==> src/rtl/addr_arb_mux.sv <==
// addr_arb_mux: registered N:1 address multiplexer with round-robin arbitration.
// Requesting channels raise a level req. One owner is granted at a time and
// keeps the port until it drops req; there is no preemption. After each release
// the arbiter spends exactly one idle cycle, and the search for the next owner
// starts just above the channel that last released.
// Ports:
//   clk        rising-edge clock
//   nrst       synchronous reset, active-low (overrides en)
//   en         global enable; 0 freezes every register
//   req        per-channel level request
//   addr_in    packed channel addresses, channel k at [k*WORD_WIDTH +: WORD_WIDTH]
//   grant      registered one-hot owner, all-zero when idle
//   grant_id   registered binary owner index, 0 when idle
//   addr_out   registered owner address, 0 when idle
//   addr_valid high while addr_out carries an owner's address
module addr_arb_mux #(
  parameter int unsigned WORD_WIDTH = 16,
  parameter int unsigned NUM_CH     = 8,
  parameter int unsigned ID_W       = 3
) (
  input  logic                         clk,
  input  logic                         nrst,
  input  logic                         en,
  input  logic [NUM_CH-1:0]            req,
  input  logic [NUM_CH*WORD_WIDTH-1:0] addr_in,
  output logic [NUM_CH-1:0]            grant,
  output logic [ID_W-1:0]              grant_id,
  output logic [WORD_WIDTH-1:0]        addr_out,
  output logic                         addr_valid
);

  typedef enum logic {IDLE, BUSY} state_t;

  state_t                  state_q, state_d;
  logic [ID_W-1:0]         rr_ptr_q, rr_ptr_d;
  logic [NUM_CH-1:0]       grant_d;
  logic [ID_W-1:0]         grant_id_d;
  logic [WORD_WIDTH-1:0]   addr_out_d;
  logic                    addr_valid_d;

  logic [WORD_WIDTH-1:0]   addr_arr [NUM_CH];
  logic                    found;
  logic [ID_W-1:0]         win;
  logic [NUM_CH-1:0]       win_onehot;
  logic [ID_W-1:0]         owner_next;

  // Unpack the flat address bus into one word per channel.
  for (genvar k = 0; k < int'(NUM_CH); k++) begin : g_unpack
    assign addr_arr[k] = addr_in[k*WORD_WIDTH +: WORD_WIDTH];
  end

  // Round-robin search: first set req at or above rr_ptr, wrapping modulo NUM_CH.
  always_comb begin
    int unsigned     idx;
    logic [ID_W-1:0] idx_w;
    found = 1'b0;
    win   = '0;
    idx   = 0;
    idx_w = '0;
    for (int unsigned i = 0; i < NUM_CH; i++) begin
      idx = int'(rr_ptr_q) + i;
      if (idx >= NUM_CH) idx = idx - NUM_CH;
      idx_w = ID_W'(idx);
      if (!found && req[idx_w]) begin
        found = 1'b1;
        win   = idx_w;
      end
    end
  end

  always_comb begin
    win_onehot      = '0;
    win_onehot[win] = 1'b1;
  end

  // Pointer value after the current owner releases, wrapping NUM_CH-1 -> 0.
  assign owner_next = (grant_id == ID_W'(NUM_CH - 1)) ? '0 : grant_id + ID_W'(1);

  // Next-state and next-output logic.
  always_comb begin
    state_d      = state_q;
    rr_ptr_d     = rr_ptr_q;
    grant_d      = grant;
    grant_id_d   = grant_id;
    addr_out_d   = addr_out;
    addr_valid_d = addr_valid;
    case (state_q)
      IDLE: begin
        if (found) begin
          state_d      = BUSY;
          grant_d      = win_onehot;
          grant_id_d   = win;
          addr_out_d   = addr_arr[win];
          addr_valid_d = 1'b1;
        end else begin
          grant_d      = '0;
          grant_id_d   = '0;
          addr_out_d   = '0;
          addr_valid_d = 1'b0;
        end
      end
      BUSY: begin
        if (req[grant_id]) begin
          addr_out_d = addr_arr[grant_id];
        end else begin
          state_d      = IDLE;
          rr_ptr_d     = owner_next;
          grant_d      = '0;
          grant_id_d   = '0;
          addr_out_d   = '0;
          addr_valid_d = 1'b0;
        end
      end
      default: begin
        state_d      = IDLE;
        grant_d      = '0;
        grant_id_d   = '0;
        addr_out_d   = '0;
        addr_valid_d = 1'b0;
      end
    endcase
  end

  // State and output registers; en=0 holds everything.
  always_ff @(posedge clk) begin
    if (!nrst) begin
      state_q    <= IDLE;
      rr_ptr_q   <= '0;
      grant      <= '0;
      grant_id   <= '0;
      addr_out   <= '0;
      addr_valid <= 1'b0;
    end else if (en) begin
      state_q    <= state_d;
      rr_ptr_q   <= rr_ptr_d;
      grant      <= grant_d;
      grant_id   <= grant_id_d;
      addr_out   <= addr_out_d;
      addr_valid <= addr_valid_d;
    end
  end

endmodule
==> config.mk <==
export PLATFORM = sky130hd
export DESIGN_NAME = addr_arb_mux
export DESIGN_NICKNAME = d
export VERILOG_FILES = /design/src/rtl/addr_arb_mux.sv
export SDC_FILE = /design/constraint.sdc
export NUM_CORES = 1
export LEC_CHECK = 0
export CAP_MARGIN = 10
export CORE_AREA = 2 2 114 116
export CTS_CLUSTER_SIZE = 28
export DETAILED_ROUTE_END_ITERATION = 7
export DIE_AREA = 0 0 116 118
export GPL_TIMING_DRIVEN = 0
export PLACE_DENSITY = 0.66
export SYNTH_ARGS = -nofsm -noshare
export SYNTH_HDL_FRONTEND = slang
export SYNTH_SLANG_ARGS = --single-unit
==> constraint.sdc <==
create_clock -name clk -period 6.9 [get_ports clk]
set_input_delay 1.035 -clock clk [delete_from_list [all_inputs] [get_ports clk]]
set_output_delay 1.035 -clock clk [all_outputs]
set_load 0.005 [all_outputs]
==> flow_summary.toml, run 1 <==
[status]
status = "finished, final reports clean"

[min_path]
hold-path-cell-count = 2
hp-class = "reg2reg"
hold_start = "addr_valid$_SDFFE_PN0P_"
min_to = "addr_valid$_SDFFE_PN0P_"

[drt]
drt-initial-drc-count = 259
wirelength_um = 16500
via_per_inst = 5.83
vias = 4543
drtPass1Iterations = 4
drt.antenna.violating_nets = 0
remaining_drc_errors = 0
wire_per_inst_um = 21.2

[power_and_ir_drop]
total_power_uw = 956
p_leak_uw = 0.00237
ir_drop_uv = 86.6
p_per_area_nw_per_um2 = 151

[final_layout]
fill_cells = 1148
area_delta_synth_final_pct = 47.0
antenna_cells = 0
final_common_cell = "clkdlybuf4s50_1"
final_cell_mix = "clkdlybuf4s50_1, mux2i_1, mux4_2"
drive_above_1_share_pct = 15.8
nets = 749

[grt]
grt_pass1_wl_um = 25600
grt_usage_pct = 23.7
grt_pass1_vias = 4833
antenna_found_initial = 0
grt_max_degree = 12
grt_overflow = 0

[critical_path]
rr_worst_depth = 14
worstPathArrival_ps = 5010
critPathCaptureType = "register"
path_max_fanout = 10
cp_slowest_cell = "a211oi_4"
crit_chain = "clkbuf_1 > inv_1 > ha_1 > buf_4 > mux2_2 > a221o_1 > nor3_1 > o221ai_1 > a32o_1 > a211oi_4 > buf_4 > a221oi_2 > o21ai_1 > a21oi_1"
timing.rr.start = "rr_ptr_q[1]$_SDFFE_PN0P_"
required_ps = 7060
criticalPathCategory = "reg2reg"
cp_common_cell = "buf_4"
max_stage_delay_ps = 560
cp-start-kind = "register"
timing.reg2reg.setup_slack_ps = 2050
rr_endpoint = "addr_out[1]$_SDFFE_PN0P_"

[yosys]
synth_area_leaders = "mux4_2, mux2i_1, dfxtp_1"
synth_area_sq_um = 4310
ys.flop_type = "dfxtp_1"
synth_top_area_cell = "mux4_2"
synth_cell_types = 60
seq_area_frac_synth_pct = 14.9
synth_edf_count = 0
syn_nets = 578
netlist_instances = 435
ys_ff_latch = 32
ys_warn_count = 0
avgSynthCellArea_sq_um = 9.90
yosysTopAreaCellShare_pct = 22.0
synthArstFlopShare_pct = 0

[floorplanning]
ios = 167
initial_core_util_pct = 34.7
die_w_um = 116
die_area_sq_um = 13700
die_h_um = 118
core_sq_um = 12400
fp-row-count = 41

[sta]
fin_setup_tns_ps = 0
finalMaxSlewViolations = 0
setup_viol = 0
timing.clock.skew_ps = 5.28
fmax_ghz = 0.206
min_period_ps = 4850
slew_headroom_pct = 35.3
fin_crit_sh_pct = 70.2
tightest_slew_ps = 971
whs_ps = 487
rsz0062_at_grt = "false"
hold_viol = 0

[placement]
place_congestion = 0.839
io_buffers = 164
dp_hpwl_um = 12600

[clock_tree]
cts_buffer_depth = 2
path_clk_slew_ps = 60
cts_resized = 0
cts-root-buf = "clkbuf_16"
cts.sinks = 32
htreeDepth = 2
clk_latency_ps = 280
cts_buffers = 5
ctsHoldBuffers = 0
post_cts_buffers = 0
cts_tree = "done"

[job]
drv_cap = 0
## report_power, final
part | switching (uW) | leakage [uW] | total [uW] | internal, uW
Combinational | 224 | 0.00203 | 483 | 259
Clock | 92.4 | 0.0000798 | 262 | 170
Sequential | 10.3 | 0.000263 | 211 | 201
## Yosys cell counts, types with 4 or more instances
cell type	count
mux2i_1	93
mux4_2	42
nand2_1	37
dfxtp_1	32
a21oi_1	22
o21ai_0	18
a22oi_1	17
clkbuf_1	16
mux2_2	14
nor2b_1	14
o21ai_1	10
a221oi_1	8
a41o_1	7
nor2_1	7
buf_2	6
buf_4	6
nor3_1	5
o21a_1	5
buf_1	4
buf_6	4
ha_1	4
## cell families after synthesis
kind of cell	share of synthesized area [%]
AOI/OAI and AO/OA	19.6
buffers and inverters	4.97
and+or+nand+nor	11.0
DFF	14.9
adders and majority gates	1.16
muxes	48.1
xor gates and xnor gates	0.407
## state kept, by name, indices dropped and copies added (netlist names)
signal / count
addr_out: 16
grant: 8
grant_id: 3
rr_ptr_q: 3
addr_valid: 1
state_q: 1
## worst max-delay path: cells and delay by family (launching register included)
| kind | cells | cell delay (ps) |
|---|---|---|
| compound gates | 7 | 1870 |
| buf+inv | 4 | 1150 |
| flops | 1 | 530 |
| mux | 1 | 410 |
| simple gates | 1 | 390 |
| fa+ha+maj | 1 | 340 |
## through the flow
step           std cells  utilization (%)  area, sq um  worst slack, ps
2_1_floorplan        435                -         4310             3080
4_1_cts              779             51.0         6330             2080
6_report             779             51.0         6330             2050
5_1_grt              779             51.0         6330             1750
3_5_place_dp         771             49.7         6160             2030
3_3_place_gp         771             49.7         6160             2060
## per-layer routing
metal	up-vias	wire (um)	GRT usage, %
met5	-	0	0
met4	0	425	8.48
met3	28	1320	4.17
met2	234	8280	40.8
met1	2198	6500	29.4
li1	2083	-	-
## area by class of cell
cell class | instances | area (sq um) | share of cell area [%]
clock buffers | 5 | 125 | 1.98
multi-input cells | 362 | 3450 | 54.5
inverters | 5 | 18.8 | 0.296
well taps | 172 | 215 | 3.40
clock inverters | 3 | 42.5 | 0.672
repair buffers | 164 | 1640 | 25.9
flip-flops and latches | 32 | 641 | 10.1
plain buffers | 36 | 195 | 3.08
## how the worst max path moves through the flow
| stage | startpoint | end | slack, ps | cells after the start |
|---|---|---|---|---|
| 5_1_grt | rr_ptr_q[1]$_SDFFE_PN0P_ | addr_out[5]$_SDFFE_PN0P_ | 1750 | 13 |
| 4_1_cts | rr_ptr_q[1]$_SDFFE_PN0P_ | addr_out[5]$_SDFFE_PN0P_ | 2080 | 13 |
| 3_5_place_dp | req[7] | addr_out[5]$_SDFFE_PN0P_ | 2030 | 10 |
| 3_3_place_gp | req[7] | addr_out[9]$_SDFFE_PN0P_ | 2060 | 10 |
| 2_1_floorplan | rr_ptr_q[1]$_SDFFE_PN0P_ | addr_out[4]$_SDFFE_PN0P_ | 3080 | 13 |
| 6_report | rr_ptr_q[1]$_SDFFE_PN0P_ | addr_out[1]$_SDFFE_PN0P_ | 2050 | 14 |
Power figures use the tool's default switching activity.
==> run 2: changes to the inputs <==
- clock period: 6.9 -> 4.65 ns (I/O delays scaled with it)
==> flow_summary.toml, run 2 (same netlist as run 1, synthesis figures left out) <==
[placement]
io_buffers = 164
pre_cts_slack_ps = -186
place_congestion = 0.839
dp_hpwl_um = 12600
place_inst = 771

[final_layout]
drive_above_1_share_pct = 17.2
final_cell_mix = "clkdlybuf4s50_1, mux2i_1, mux4_2"
multi_input_area_sq_um = 3470
largest_registers = "addr_out (16), grant (8)"
area_delta_synth_final_pct = 48.7
final_common_cell = "clkdlybuf4s50_1"
largest_register = "addr_out"
register_area_sq_um = 641
instances_no_fill = 784
nets = 754
fill_cells = 1139
antenna_cells = 0
largest_reg_flops = 16

[drt]
drt.antenna.violating_nets = 0
drtPass1Iterations = 4
drt-initial-drc-count = 239
remaining_drc_errors = 0
wirelength_um = 16600
wire_per_inst_um = 21.2
via_per_inst = 5.88
vias = 4609

[clock_tree]
htreeDepth = 2
cts_buffer_depth = 2
cts.sinks = 32
cts-root-buf = "clkbuf_16"
cts_tree = "done"
cts_buffers = 5
path_clk_slew_ps = 60
clk_latency_ps = 280

[power_and_ir_drop]
p_sw_uw = 490
p_seq_share_pct = 21.8
pwr-share-clk_pct = 27.0
ir_drop_uv = 128
p_per_area_nw_per_um2 = 224
p_int_uw = 945
pwr-share-comb_pct = 51.2
p_leak_uw = 0.00242
swShare_pct = 34.2

[sta]
timing.clock.skew_ps = 4.62
tightest_slew_ps = 966
finalMaxSlewViolations = 0
min_period_ps = 4400
fmax_ghz = 0.227
slew_headroom_pct = 35.6
fin_ws_ps = 250
fin_crit_sh_pct = 94.6
hold_viol = 0
setup_viol = 0

[job]
drv_cap = 0

[critical_path]
cp_slowest_cell = "dfxtp_1"
max_stage_delay_ps = 540
critPathCaptureType = "register"
criticalPathCategory = "reg2reg"
path_delay_family = "compound AO/OA/AOI/OAI gates"
crit_chain = "clkbuf_2 > inv_1 > ha_1 > buf_4 > mux2_2 > a221o_1 > nor3_1 > o221ai_1 > a32o_1 > a211oi_4 > buf_4 > a221oi_2 > o21ai_1 > a21oi_1"
cp_common_cell = "buf_4"
worstPathArrival_ps = 4560
cp-start-kind = "register"
path_max_fanout = 10
required_ps = 4810
crit_buf_inv = 4

[min_path]
hp-class = "reg2reg"

[grt]
grt_overflow = 0
grt_usage_pct = 23.7
use_met3_pct = 4.17
grt_pass1_wl_um = 25600
grt_max_degree = 12
grtUsageMet2_pct = 40.9
antenna_found_initial = 0
grt_pass1_vias = 4839
busiest_layer = "met2"
grtUsageMet1_pct = 29.4

[floorplanning]
fp-row-count = 41
core_sq_um = 12400
initial_core_util_pct = 34.7
die_area_sq_um = 13700
die_h_um = 118
ios = 167
die_w_um = 116

[status]
status = "finished, final reports clean"
[run 2: layout make-up]
class,count,area share (%)
clock inverter,3,0.664
timing repair buffer,169,26.4
clock buffer,5,1.95
tap,172,3.36
sequential,32,10.0
inverter,5,0.293
buffer,36,3.09
multi-input combinational,362,54.2
[run 2: through the flow]
step	total power (uW)	util, %	hold slack [ps]	cell area (sq um)	TNS (ps)
finish	1440	51.6	479	6410	0
global route	1500	51.6	515	6410	-22.5
CTS	1420	51.1	483	6340	0
detailed placement	1030	49.7	471	6160	-1420
global placement	1020	49.7	461	6160	-926
floorplan	738	-	460	4310	0
[run 2: worst paths after layout]
kind	from	end	slack, ps	depth (start not counted)
worst max-delay path	rr_ptr_q[1]$_SDFFE_PN0P_	addr_out[1]$_SDFFE_PN0P_	250	14
worst min-delay path	addr_valid$_SDFFE_PN0P_	addr_valid$_SDFFE_PN0P_	480	2
worst max register to register	rr_ptr_q[1]$_SDFFE_PN0P_	addr_out[1]$_SDFFE_PN0P_	250	14
worst min register to register	addr_valid$_SDFFE_PN0P_	addr_valid$_SDFFE_PN0P_	480	2
[run 2: power groups by stage]
stage | logic [uW] | registers [uW] | clock network [uW]
after floorplan | 421 | 317 | 0
after global placement | 702 | 318 | 0
after detailed placement | 712 | 319 | 0
after CTS | 716 | 313 | 393
after global routing | 783 | 316 | 402
final | 735 | 313 | 388
[run 2: worst register-to-register path, stage by stage, from the launching register on]
cell and delay [ps]:
dfxtp_1 540, clkbuf_2 320, inv_1 130, ha_1 320, buf_4 190, mux2_2 420
a221o_1 410, nor3_1 400, o221ai_1 240, a32o_1 340, a211oi_4 340, buf_4 300
a221oi_2 100, o21ai_1 140, a21oi_1 90
[run 2: timing repair]
item / CTS / global route
gates resized for setup: 2 / 5
hold buffers: 0 / 0
setup buffers: 0 / 5
pin swaps: 1 / 3
setup endpoints to repair: 14 / 21
[run 2: routing by layer]
metal  wire length (um)  part of all wire [%]
met1               6710                    40
met4                464                   2.8
met2               8180                    49
met3               1270                   7.7
met5                  0                     0
